--- src/rtl/kitchen_timer_ctrl.sv ---
// MM:SS appliance countdown timer: keypad entry, start/pause/clear FSM with door
// interlock and quick-add, 1 Hz prescaler, BCD borrow chain, 7-segment panel drive.
module kitchen_timer_ctrl #(
  parameter int unsigned TICK_DIV       = 50_000_000,
  parameter int unsigned ALARM_TICKS    = 3,
  parameter int unsigned ADD_SECONDS    = 30,
  parameter bit          SEG_ACTIVE_LOW = 1'b0,
  parameter bit          BLANK_LZ       = 1'b1
) (
  input  logic       clk,
  input  logic       rst,
  input  logic       key_valid,
  input  logic [3:0] key_digit,
  input  logic       start,
  input  logic       pause,
  input  logic       clear,
  input  logic       door_open,
  output logic [6:0] seg_mt,
  output logic [6:0] seg_mu,
  output logic [6:0] seg_st,
  output logic [6:0] seg_su,
  output logic       running,
  output logic       done,
  output logic       alarm
);

  localparam int unsigned        PSC_W    = $clog2(TICK_DIV);
  localparam logic [PSC_W-1:0]   PSC_MAX  = PSC_W'(TICK_DIV - 1);
  localparam int unsigned        ACNT_W   = $clog2(ALARM_TICKS + 1);
  localparam logic [ACNT_W-1:0]  ACNT_MAX = ACNT_W'(ALARM_TICKS);
  localparam logic [3:0]         ADD_T    = 4'(ADD_SECONDS / 10);
  localparam logic [3:0]         ADD_U    = 4'(ADD_SECONDS % 10);
  localparam logic [6:0]         SEG_INV  = {7{SEG_ACTIVE_LOW}};
  localparam logic [6:0]         SEG_ZERO = 7'b1111110 ^ SEG_INV;
  localparam logic [6:0]         SEG_LZ   = BLANK_LZ ? SEG_INV : SEG_ZERO;

  typedef enum logic [2:0] {
    S_IDLE  = 3'd0,
    S_ENTRY = 3'd1,
    S_RUN   = 3'd2,
    S_PAUSE = 3'd3,
    S_DONE  = 3'd4
  } state_e;

  state_e              state_q, state_d;
  logic [15:0]         time_q, time_d;
  logic [PSC_W-1:0]    psc_q, psc_d;
  logic [ACNT_W-1:0]   acnt_q, acnt_d;
  logic [6:0]          seg_mt_q, seg_mu_q, seg_st_q, seg_su_q;
  logic [6:0]          seg_mt_d, seg_mu_d, seg_st_d, seg_su_d;
  logic                running_q, done_q, alarm_q;
  logic                running_d, done_d, alarm_d;
  logic                tick_s, key_ok_s;
  logic [15:0]         time_add_s;

  function automatic logic [7:0] inc_min(input logic [7:0] m);
    if (m[3:0] == 4'd9) inc_min = {m[7:4] + 4'd1, 4'd0};
    else                inc_min = {m[7:4], m[3:0] + 4'd1};
  endfunction

  function automatic logic [15:0] normalise(input logic [15:0] t);
    if (t[7:4] <= 4'd5)          normalise = t;
    else if (t[15:8] == 8'h99)   normalise = 16'h9959;
    else                         normalise = {inc_min(t[15:8]), t[7:4] - 4'd6, t[3:0]};
  endfunction

  function automatic logic [15:0] add_secs(input logic [15:0] t);
    logic       cu;
    logic [3:0] u;
    logic [3:0] tn;
    cu = ({1'b0, t[3:0]} + {1'b0, ADD_U}) > 5'd9;
    u  = t[3:0] + ADD_U + (cu ? 4'd6 : 4'd0);
    tn = t[7:4] + ADD_T + {3'd0, cu};
    if (tn <= 4'd5)              add_secs = {t[15:8], tn, u};
    else if (t[15:8] == 8'h99)   add_secs = 16'h9959;
    else                         add_secs = {inc_min(t[15:8]), tn - 4'd6, u};
  endfunction

  function automatic logic [15:0] dec_time(input logic [15:0] t);
    logic [3:0] mt, mu, st, su;
    {mt, mu, st, su} = t;
    if (su != 4'd0) begin
      su = su - 4'd1;
    end else begin
      su = 4'd9;
      if (st != 4'd0) begin
        st = st - 4'd1;
      end else begin
        st = 4'd5;
        if (mu != 4'd0) begin
          mu = mu - 4'd1;
        end else begin
          mu = 4'd9;
          mt = mt - 4'd1;
        end
      end
    end
    dec_time = {mt, mu, st, su};
  endfunction

  function automatic logic [6:0] seg7(input logic [3:0] d);
    case (d)
      4'd0:    seg7 = 7'b1111110;
      4'd1:    seg7 = 7'b0110000;
      4'd2:    seg7 = 7'b1101101;
      4'd3:    seg7 = 7'b1111001;
      4'd4:    seg7 = 7'b0110011;
      4'd5:    seg7 = 7'b1011011;
      4'd6:    seg7 = 7'b1011111;
      4'd7:    seg7 = 7'b1110000;
      4'd8:    seg7 = 7'b1111111;
      4'd9:    seg7 = 7'b1111011;
      default: seg7 = 7'b0000000;
    endcase
  endfunction

  assign tick_s     = (psc_q == PSC_MAX);
  assign key_ok_s   = key_valid && (key_digit <= 4'd9);
  assign time_add_s = start ? add_secs(time_q) : time_q;

  // Next-state: priority clear > door_open > pause > start > key within each state
  always_comb begin
    state_d = state_q;
    time_d  = time_q;
    psc_d   = psc_q;
    acnt_d  = acnt_q;
    case (state_q)
      S_IDLE, S_ENTRY: begin
        psc_d = '0;
        if (clear) begin
          state_d = S_IDLE;
          time_d  = 16'h0000;
        end else if (start && !door_open && (time_q != 16'h0000)) begin
          state_d = S_RUN;
          time_d  = normalise(time_q);
        end else if (key_ok_s) begin
          state_d = S_ENTRY;
          time_d  = {time_q[11:0], key_digit};
        end else begin
          state_d = state_q;
        end
      end
      S_RUN: begin
        if (clear || door_open || pause) begin
          state_d = S_PAUSE;
        end else if (tick_s) begin
          psc_d  = '0;
          time_d = dec_time(time_add_s);
          if (time_add_s == 16'h0001) begin
            state_d = S_DONE;
            acnt_d  = '0;
          end else begin
            state_d = S_RUN;
          end
        end else begin
          psc_d  = psc_q + PSC_W'(1);
          time_d = time_add_s;
        end
      end
      S_PAUSE: begin
        if (clear) begin
          state_d = S_IDLE;
          time_d  = 16'h0000;
          psc_d   = '0;
        end else if (start && !door_open && !pause) begin
          state_d = S_RUN;
          time_d  = normalise(time_q);
        end else begin
          state_d = S_PAUSE;
        end
      end
      S_DONE: begin
        // Prescaler free-runs in DONE so the alarm length is counted in whole ticks
        if (tick_s) begin
          psc_d = '0;
          if (acnt_q < ACNT_MAX) acnt_d = acnt_q + ACNT_W'(1);
          else                   acnt_d = acnt_q;
        end else begin
          psc_d = psc_q + PSC_W'(1);
        end
        if (clear || start) begin
          state_d = S_IDLE;
          time_d  = 16'h0000;
          psc_d   = '0;
        end else if (key_ok_s) begin
          state_d = S_ENTRY;
          time_d  = {12'h000, key_digit};
          psc_d   = '0;
        end else begin
          state_d = S_DONE;
        end
      end
      default: begin
        state_d = S_IDLE;
        time_d  = 16'h0000;
        psc_d   = '0;
        acnt_d  = '0;
      end
    endcase
  end

  // Panel decode from next-state values so outputs track state without extra lag
  always_comb begin
    seg_mt_d  = (BLANK_LZ && (time_d[15:12] == 4'd0)) ? SEG_INV : (seg7(time_d[15:12]) ^ SEG_INV);
    seg_mu_d  = (BLANK_LZ && (time_d[15:8] == 8'h00)) ? SEG_INV : (seg7(time_d[11:8]) ^ SEG_INV);
    seg_st_d  = seg7(time_d[7:4]) ^ SEG_INV;
    seg_su_d  = seg7(time_d[3:0]) ^ SEG_INV;
    running_d = (state_d == S_RUN);
    done_d    = (state_d == S_DONE);
    alarm_d   = (state_d == S_DONE) && (acnt_d < ACNT_MAX);
  end

  // State, time digits, prescaler and registered outputs
  always_ff @(posedge clk) begin
    if (!rst) begin
      state_q   <= S_IDLE;
      time_q    <= 16'h0000;
      psc_q     <= '0;
      acnt_q    <= '0;
      seg_mt_q  <= SEG_LZ;
      seg_mu_q  <= SEG_LZ;
      seg_st_q  <= SEG_ZERO;
      seg_su_q  <= SEG_ZERO;
      running_q <= 1'b0;
      done_q    <= 1'b0;
      alarm_q   <= 1'b0;
    end else begin
      state_q   <= state_d;
      time_q    <= time_d;
      psc_q     <= psc_d;
      acnt_q    <= acnt_d;
      seg_mt_q  <= seg_mt_d;
      seg_mu_q  <= seg_mu_d;
      seg_st_q  <= seg_st_d;
      seg_su_q  <= seg_su_d;
      running_q <= running_d;
      done_q    <= done_d;
      alarm_q   <= alarm_d;
    end
  end

  assign seg_mt  = seg_mt_q;
  assign seg_mu  = seg_mu_q;
  assign seg_st  = seg_st_q;
  assign seg_su  = seg_su_q;
  assign running = running_q;
  assign done    = done_q;
  assign alarm   = alarm_q;

endmodule

--- config.mk ---
export PLATFORM = sky130hd
export DESIGN_NAME = kitchen_timer_ctrl
export DESIGN_NICKNAME = d
export VERILOG_FILES = /design/src/rtl/kitchen_timer_ctrl.sv
export SDC_FILE = /design/constraint.sdc
export NUM_CORES = 1
export LEC_CHECK = 0
export CAP_MARGIN = 20
export CORE_MARGIN = 10
export CORE_UTILIZATION = 54
export DETAILED_ROUTE_END_ITERATION = 8
export PLACE_DENSITY_LB_ADDON = 0.3
export SLEW_MARGIN = 20
export SYNTH_ARGS = -nofsm -noshare
export SYNTH_HDL_FRONTEND = slang
export SYNTH_SLANG_ARGS = --single-unit
export TNS_END_PERCENT = 30
--- constraint.sdc ---
create_clock -name clk -period 8.5 [get_ports clk]
set_input_delay 1.275 -clock clk [delete_from_list [all_inputs] [get_ports clk]]
set_output_delay 1.275 -clock clk [all_outputs]
set_load 0.1 [all_outputs]
==> results.yml, run 1 <==
setup_path:
  cp_slowest_stage_delay_ps: 900
  endpoint: "seg_mu[2]"
  r2r_cells: 19
  start_kind: "primary input"
  cp.buffers_inverters: 5
  crit-reg2reg-launch: "time_q[1]"
  crit_type: "in -> reg"
  required_ps: 8730
  worst-path-stages: 17
  cp_top_family: "compound AO/OA/AOI/OAI gates"
  worstSetupEndpointType: "flip-flop"
  timing.critical_path.slowest_stage_cell: "clkdlybuf4s50_1"
  worstPathMaxFanout: 19
  worst_ep_arrival_time_ps: 5900
  rr_endpoint: "seg_mu[2]"
  reg2reg_slack_ps: 3290
  path_cells: "clkdlybuf4s50_1 > inv_2 > nor3_2 > a31oi_1 > buf_4 > o31ai_1 > inv_1 > ha_1 > nand4_2 > nor4_4 > mux2i_1 > a221o_1 > inv_1 > ha_1 > nand4_2 > o41ai_4 > nor2_1"
  worstSetupStartpoint: "start"
cells_and_area:
  register_area_um2: 1560
  diodes: 0
  final_nets: 762
  multiInputGateArea_um2: 3730
  fill_cells: 853
  area_growth_pct: 12.1
  drive_gt1_frac: 0.0785
  layout_common_cells: "90 x nor2_1, 78 x dfxtp_1, 54 x nand2_1, 42 x ha_1, 41 x clkdlybuf4s50_1"
  final_common_cell: "nor2_1"
routing:
  wl_per_cell_um: 18.4
  vias: 5309
  drc: 0
  ant_nets: 0
  viasPerCell: 6.28
  first_pass_iters: 6
  first_iter_violations: 685
  wirelength_um: 15600
clock_network:
  insertion_delay_ps: 360
  cts_inserted_buffers: 9
  root_buffer: "clkbuf_8"
  cts_hold_buf: 0
  htree_levels: 3
  cts_buffer_depth: 2
  cts_tree: "built"
  clkTransAtPathRegs_ps: 80
  clock_sinks: 78
  post_cts_resized: 0
  cts_setup_buffers: 0
floorplanning:
  rows: 36
  io-pin-count: 42
  die_x_um: 121
  start_util: 0.561
  fp.dieArea_um2: 14800
  core_area_um2: 9910
  fp.dieH_um: 121
global_route:
  grt_pass1_vias: 5110
  grt_max_degree: 26
  grt_pass1_wl_um: 25200
  grt_util_all_layers: 0.208
  grt_overflow_total: 0
  grt_antenna_before_repair: 0
timing:
  hold_viol: 0
  grt_setup_unrepaired: "no"
  fmax_ghz: 0.176
  layout_min_cycle_time_ps: 5670
  setup_tns_ps: 0
  setup_slack_ps: 2830
  slew_headroom: 0.293
  drv_slew: 0
  clock-skew-final_ps: 6.68
  fin_crit_sh: 0.667
  finalSetupViolations: 0
  tightest_slew_ps: 1060
logic_synthesis:
  synthFlopType: "dfxtp_1"
  synth_xor_area_frac: 0.0376
  synth_seq_area_share: 0.281
  avgSynthCellArea_um2: 8.12
  yosys.area_share.simple: 0.279
  synth_edf_count: 0
  synth_top_family_by_area: "simple AND/OR/NAND/NOR gates"
  yosysWarnings: 0
  ys_types: 89
  synth_area_um2: 5560
  synth_nets: 739
  async_reset_ff_frac: 0
  synth-seq-cells: 78
  synth_top_cells_by_area: "dfxtp_1 28%, ha_1 9.5%, nor2_1 6.1%, nand2_1 3.6%, a21oi_1 3.4%"
  syn_inst: 685
  synthMuxAreaShare: 0.0342
  synthAdderAreaFrac: 0.0981
  synth_compound_area_frac: 0.221
  yosysTopAreaCell: "dfxtp_1"
  synth_top_area_share: 0.281
pwr:
  power_density_nw_per_um2: 125
  leakagePower_uw: 0.00250
  ir_worst_vdd_v: 0.000132
outcome:
  status: "finished, final reports clean"
run:
  cap_violations: 0
placed_design:
  gp_congestion: 0.989
  pre_cts_slack_ps: 2580
  dp_hpwl_um: 11800
  io_buffers: 41
min_path:
  min_path_type: "reg -> reg"
through the flow:
step / power, uW / hold WS [ps] / instances / util / cell area [um2]
final: 779 / 519 / 846 / 0.629 / 6230
after global routing: 808 / 553 / 846 / 0.629 / 6230
after CTS: 785 / 521 / 846 / 0.629 / 6230
after detailed placement: 474 / 511 / 830 / 0.606 / 6010
after global placement: 473 / 483 / 830 / 0.606 / 6010
after floorplan: 448 / 471 / 685 / - / 5560
layout make-up:
cell class,count,area share
Timing Repair Buffer,43,0.0683
Multi-Input combinational cell,544,0.599
Clock inverter,5,0.0131
Sequential cell,78,0.251
Tap cell,133,0.0267
Clock buffer,11,0.0227
Inverter,32,0.0193
power by group:
| group | total, uW | switching (uW) | internal, uW | leakage (uW) |
|---|---|---|---|---|
| sequential | 373 | 4.08 | 369 | 0.000630 |
| combinational | 94.3 | 66.6 | 27.7 | 0.00176 |
| clock | 311 | 137 | 174 | 0.000110 |
| total | 779 | 208 | 571 | 0.00250 |
synth_stat cells (all sizes together), types with 5 or more instances:
cell type	instances
a21o	7
a21oi	38
a222oi	5
a31oi	15
and2	15
and3	11
buf	14
clkbuf	17
dfxtp	78
ha	42
inv	32
mux2	5
mux2i	13
nand2	54
nand2b	5
nand3	26
nand3b	5
nand4	19
nor2	94
nor2b	7
nor3	15
nor4	7
o21a	9
o21ai	39
o31a	5
o31ai	7
or3	10
xnor2	9
xor2	14
metal layers:
layer | track usage | vias to the layer above | part of all wire
met5 | 0 | - | 0
met4 | 0.0708 | 0 | 0.024
met3 | 0.0451 | 35 | 0.081
met2 | 0.325 | 248 | 0.44
met1 | 0.277 | 2499 | 0.45
li1 | - | 2527 | -
worst min-delay path by stage:
| stage | cells past startpoint | start | slack (ps) | end |
|---|---|---|---|---|
| 6_report | 2 | psc_q[24] | 520 | psc_q[24] |
| 5_1_grt | 2 | psc_q[22] | 550 | psc_q[22] |
| 4_1_cts | 2 | psc_q[24] | 520 | psc_q[24] |
| 3_5_place_dp | 2 | psc_q[24] | 510 | psc_q[24] |
| 3_3_place_gp | 2 | psc_q[24] | 480 | psc_q[24] |
| 2_1_floorplan | 2 | psc_q[25] | 470 | psc_q[25] |
sequential cells by signal (all words and copies together) (netlist names):
| name | count |
|---|---|
| psc_q | 26 |
| seg_su | 7 |
| time_q | 16 |
| alarm | 1 |
| seg_st | 7 |
| running | 1 |
| seg_mu | 7 |
| state_q | 3 |
| seg_mt | 7 |
| acnt_q | 2 |
| done | 1 |
worst reg2reg max path, cell delays in order, from the launching register on:
cell	delay (ps)
dfxtp_1	410
o21ai_0	270
ha_1	280
ha_1	260
xor2_2	230
inv_1	90
nand2_1	90
o21ai_1	170
a31oi_1	460
ha_1	280
and2_1	270
nand4_2	190
nor4_4	310
mux2i_1	120
a221o_1	450
inv_1	190
ha_1	210
nand4_2	150
o41ai_4	550
nor2_1	100
kinds of logic (layout without fill, tap and decap cells):
logic type / Yosys count / count (layout)
AO/OA/AOI/OAI: 176 / 176
XOR/XNOR: 23 / 23
adder cells (fa/ha/maj): 43 / 43
buffers and inverters: 63 / 91
flip-flops: 78 / 78
multiplexers: 18 / 18
AND/OR/NAND/NOR: 284 / 284
Power figures use the tool's default switching activity.
==> inputs of run 2 (changes only) <==
clock period = 5.39 ns   (was 8.5 ns; I/O delays follow)
==> results.yml, run 2 (synthesis results as in run 1) <==
cells_and_area:
  largest_reg_flops: 26
  fin_area_um2: 6270
  final_nets: 768
  area_growth_pct: 12.8
  reg_top3: "psc_q: 26 flops, time_q: 16 flops"
  layout_common_cells: "90 x nor2_1, 78 x dfxtp_1, 54 x nand2_1, 42 x ha_1, 41 x clkdlybuf4s50_1"
  diodes: 0
  stdcell_count: 852
  drive_gt1_frac: 0.0890
  final_common_cell: "nor2_1"
  top_register: "psc_q"
placed_design:
  dp_cells: 835
  gp_congestion: 1.01
  pre_cts_slack_ps: 326
  io_buffers: 41
  dp_hpwl_um: 11700
  postPlaceCellArea_um2: 6050
clock_network:
  cts_inserted_buffers: 9
  root_buffer: "clkbuf_8"
  cts_buffer_depth: 2
  clkTransAtPathRegs_ps: 90
  cts_tree: "built"
  clock_sinks: 78
  insertion_delay_ps: 360
  htree_levels: 3
global_route:
  grt_antenna_before_repair: 0
  gr-usage-met2: 0.334
  grt_pass1_wl_um: 25600
  grt_util_met1: 0.275
  grt.busiest_layer: "met2"
  grt_util_all_layers: 0.212
  grt_pass1_vias: 5069
  grt_overflow_total: 0
  grt_max_degree: 26
  use_met3: 0.0461
routing:
  vias: 5332
  first_iter_violations: 635
  ant_nets: 0
  viasPerCell: 6.26
  drc: 0
  first_pass_iters: 8
  wirelength_um: 15700
  wl_per_cell_um: 18.4
timing:
  layout_min_cycle_time_ps: 5020
  slew_headroom: 0.327
  hold_viol: 0
  finalSetupViolations: 0
  drv_slew: 0
  tightest_slew_ps: 1000
  grt_setup_unrepaired: "no"
  setup_tns_ps: 0
  clock-skew-final_ps: 9.79
  fin_crit_sh: 0.932
  setup_slack_ps: 366
  fmax_ghz: 0.199
setup_path:
  worstSetupEndpointType: "flip-flop"
  worstPathMaxFanout: 8
  start_kind: "flip-flop"
  crit_type: "reg -> reg"
  r2r_cells: 21
  worst_ep_arrival_time_ps: 5270
  required_ps: 5640
floorplanning:
  fp.dieH_um: 121
  die_x_um: 121
  start_util: 0.561
  io-pin-count: 42
  core_area_um2: 9910
  rows: 36
  fp.dieArea_um2: 14800
min_path:
  min_path_type: "reg -> reg"
  worstHoldPathCells: 2
pwr:
  leakagePower_uw: 0.00252
  p_comb_frac: 0.127
  power.share.switching: 0.280
  internal_power_uw: 858
  seq_power_share: 0.494
  power.switching_uw: 334
  power_density_nw_per_um2: 190
  power_uw: 1190
  ir_worst_vdd_v: 0.000197
  p_clk_frac: 0.379
run:
  cap_violations: 0
outcome:
  status: "finished, final reports clean"
run 2: layout make-up:
type	count	area, um2
clock inverters	4	55.1
clock buffers	12	145
fillers	857	3640
inverters	32	120
multi-input cells	544	3750
flip-flops and latches	78	1560
well taps	133	166
repair buffers	49	470
run 2: what timing repair did:
action,4_1_cts,5_1_grt
hold buffers,0,0
setup buffers,0,1
setup endpoints to repair,0,12
gates resized for setup,0,3
run 2: worst paths after layout:
kind / slack [ps] / from / end
setup / recovery: 370 / time_q[1] / seg_mu[0]
hold reg to reg: 530 / psc_q[23] / psc_q[23]
hold / removal: 530 / psc_q[23] / psc_q[23]
setup reg to reg: 370 / time_q[1] / seg_mu[0]
run 2: routing by layer:
metal	up-vias	routed length [um]
li1	2550	-
met2	242	7080
met1	2507	6790
met3	33	1400
met4	0	388
met5	-	0
run 2: per-stage QoR:
| step | util | hold slack (ps) |
|---|---|---|
| global route | 0.633 | 548 |
| finish | 0.633 | 528 |
| CTS | 0.630 | 522 |
| detailed placement | 0.610 | 506 |
| floorplan | - | 471 |
| global placement | 0.610 | 482 |
run 2: critical path, stage by stage, from the launching register on:
cell      delay, ps
dfxtp_1         510
o21ai_0         180
ha_1            270
ha_1            250
xor2_2          190
inv_1           110
nand2_1          70
o21ai_1         260
a2111o_1        270
and2_1          200
ha_1            200
and2_1          270
nand4_2         170
nor4_4          310
mux2i_1         120
a221o_1         440
inv_1           160
ha_1            210
nand4_2         140
o41ai_4         350
buf_4           190
a21oi_1          50
run 2: power by group through the flow:
stage / registers (uW) / logic, uW / clock network (uW)
final: 589 / 151 / 451
after global routing: 590 / 162 / 478
after CTS: 589 / 149 / 456
after detailed placement: 602 / 148 / 0
after global placement: 602 / 145 / 0
after floorplan: 634 / 73.6 / 0
==> inputs of run 3 (changes only) <==
CORE_UTILIZATION = 40   (was 54)
==> results.yml, run 3 (synthesis results as in run 1) <==
floorplanning:
  die_x_um: 138
  fp.dieArea_um2: 19000
  rows: 43
  start_util: 0.404
  core_area_um2: 13800
  fp.dieH_um: 138
  io-pin-count: 42
cells_and_area:
  largest_reg_flops: 26
  area_growth_pct: 17.0
  stdcell_count: 907
  register_area_um2: 1560
  reg_top3: "psc_q: 26 flops, time_q: 16 flops"
  top_register: "psc_q"
  fin_area_um2: 6500
  fill_cells: 1387
  diodes: 0
  layout_common_cells: "90 x nor2_1, 78 x dfxtp_1, 54 x nand2_1, 42 x ha_1, 41 x clkdlybuf4s50_1"
  final_common_cell: "nor2_1"
  drive_gt1_frac: 0.0990
  finish.utilization: 0.472
  final_nets: 776
  multiInputGateArea_um2: 3740
clock_network:
  cts_tree: "built"
  htree_levels: 3
  insertion_delay_ps: 330
  root_buffer: "clkbuf_16"
  clkTransAtPathRegs_ps: 60
  cts_buffer_depth: 2
  cts_inserted_buffers: 9
  clock_sinks: 78
global_route:
  grt_overflow_total: 0
  grt_max_degree: 26
  grt_pass1_vias: 5102
  grt_util_all_layers: 0.171
  grt_pass1_wl_um: 26300
  grt_antenna_before_repair: 0
setup_path:
  cp.buffers_inverters: 3
  worstSetupEndpointType: "flip-flop"
  crit_top_cell: "ha_1"
  cp_top_family: "compound AO/OA/AOI/OAI gates"
  worstPathMaxFanout: 7
  cp_slowest_stage_delay_ps: 470
  path_cells: "o21ai_0 > ha_1 > ha_1 > xor2_2 > inv_1 > nand2_1 > o21ai_2 > a2111o_1 > and2_1 > ha_1 > and2_1 > nand4_2 > nor4_4 > mux2i_1 > a221o_1 > inv_1 > ha_1 > nand4_2 > o41ai_4 > buf_4 > a21oi_1"
  crit-reg2reg-launch: "time_q[2]"
  worst-path-stages: 21
  worstSetupStartpoint: "time_q[2]"
  worst_ep_arrival_time_ps: 5220
  r2r_cells: 21
  timing.critical_path.slowest_stage_cell: "a2111o_1"
  start_kind: "flip-flop"
  crit_type: "reg -> reg"
  required_ps: 5610
placed_design:
  postPlaceCellArea_um2: 6160
  dp_cells: 890
  dp_hpwl_um: 12200
  gp_congestion: 0.924
  io_buffers: 41
timing:
  slew_headroom: 0.293
  drv_slew: 0
  hold_viol: 0
  tightest_slew_ps: 1060
  finalSetupViolations: 0
  fmax_ghz: 0.200
  whs_ps: 513
  layout_min_cycle_time_ps: 5000
  grt_setup_unrepaired: "no"
  clock-skew-final_ps: 5.10
  setup_tns_ps: 0
  fin_crit_sh: 0.928
routing:
  wl_per_cell_um: 17.9
  vias: 5323
  ant_nets: 0
  first_pass_iters: 5
  first_iter_violations: 440
  wirelength_um: 16300
  viasPerCell: 5.87
  drc: 0
min_path:
  min-delay-start: "psc_q[22]"
  worstHoldPathCells: 2
  min_path_type: "reg -> reg"
pwr:
  leakagePower_uw: 0.00262
  power_density_nw_per_um2: 215
  ir_worst_vdd_v: 0.000236
outcome:
  status: "finished, final reports clean"
run:
  cap_violations: 0
run 3: layer usage:
layer | routed length, um | track usage | up-vias
met5 | 0 | 0 | -
met4 | 313 | 0.0556 | 0
met3 | 1220 | 0.0395 | 32
met2 | 7460 | 0.269 | 186
met1 | 7260 | 0.227 | 2545
li1 | - | - | 2560
run 3: worst min-delay path: stages, from the launching register on:
cell and delay, ps:
dfxtp_1 330, o21ai_0 80, a21oi_1 60
run 3: per-stage QoR:
stage          setup slack, ps  power [uW]
4_1_cts                    173        1410
6_report                   390        1400
5_1_grt                   16.6        1450
3_3_place_gp               484         753
2_1_floorplan              940         707
3_5_place_dp               205         755
run 3: repair_timing:
action / 4_1_cts / 5_1_grt
setup endpoints to repair: 0 / 11
hold buffers: 0 / 0
setup buffers: 0 / 1
resized for setup: 0 / 2
run 3: cell type report:
type,count,share of cell area
flip-flops and latches,78,0.240
repair buffers,57,0.0816
clock buffers,10,0.0352
well taps,180,0.0346
inverters,32,0.0185
clock inverters,6,0.0142
multi-input cells,544,0.576
run 3: report_power, final:
group	total [uW]	internal [uW]	switching [uW]
combinational	157	47.6	109
clock	655	409	247
sequential	589	583	5.27
total	1400	1040	361
run 3: path summary, 6_finish.rpt:
kind,endpoint,slack (ps)
worst max-delay path,seg_mu[6],390
worst min register to register,psc_q[22],510
worst max register to register,seg_mu[6],390
worst min-delay path,psc_q[22],510
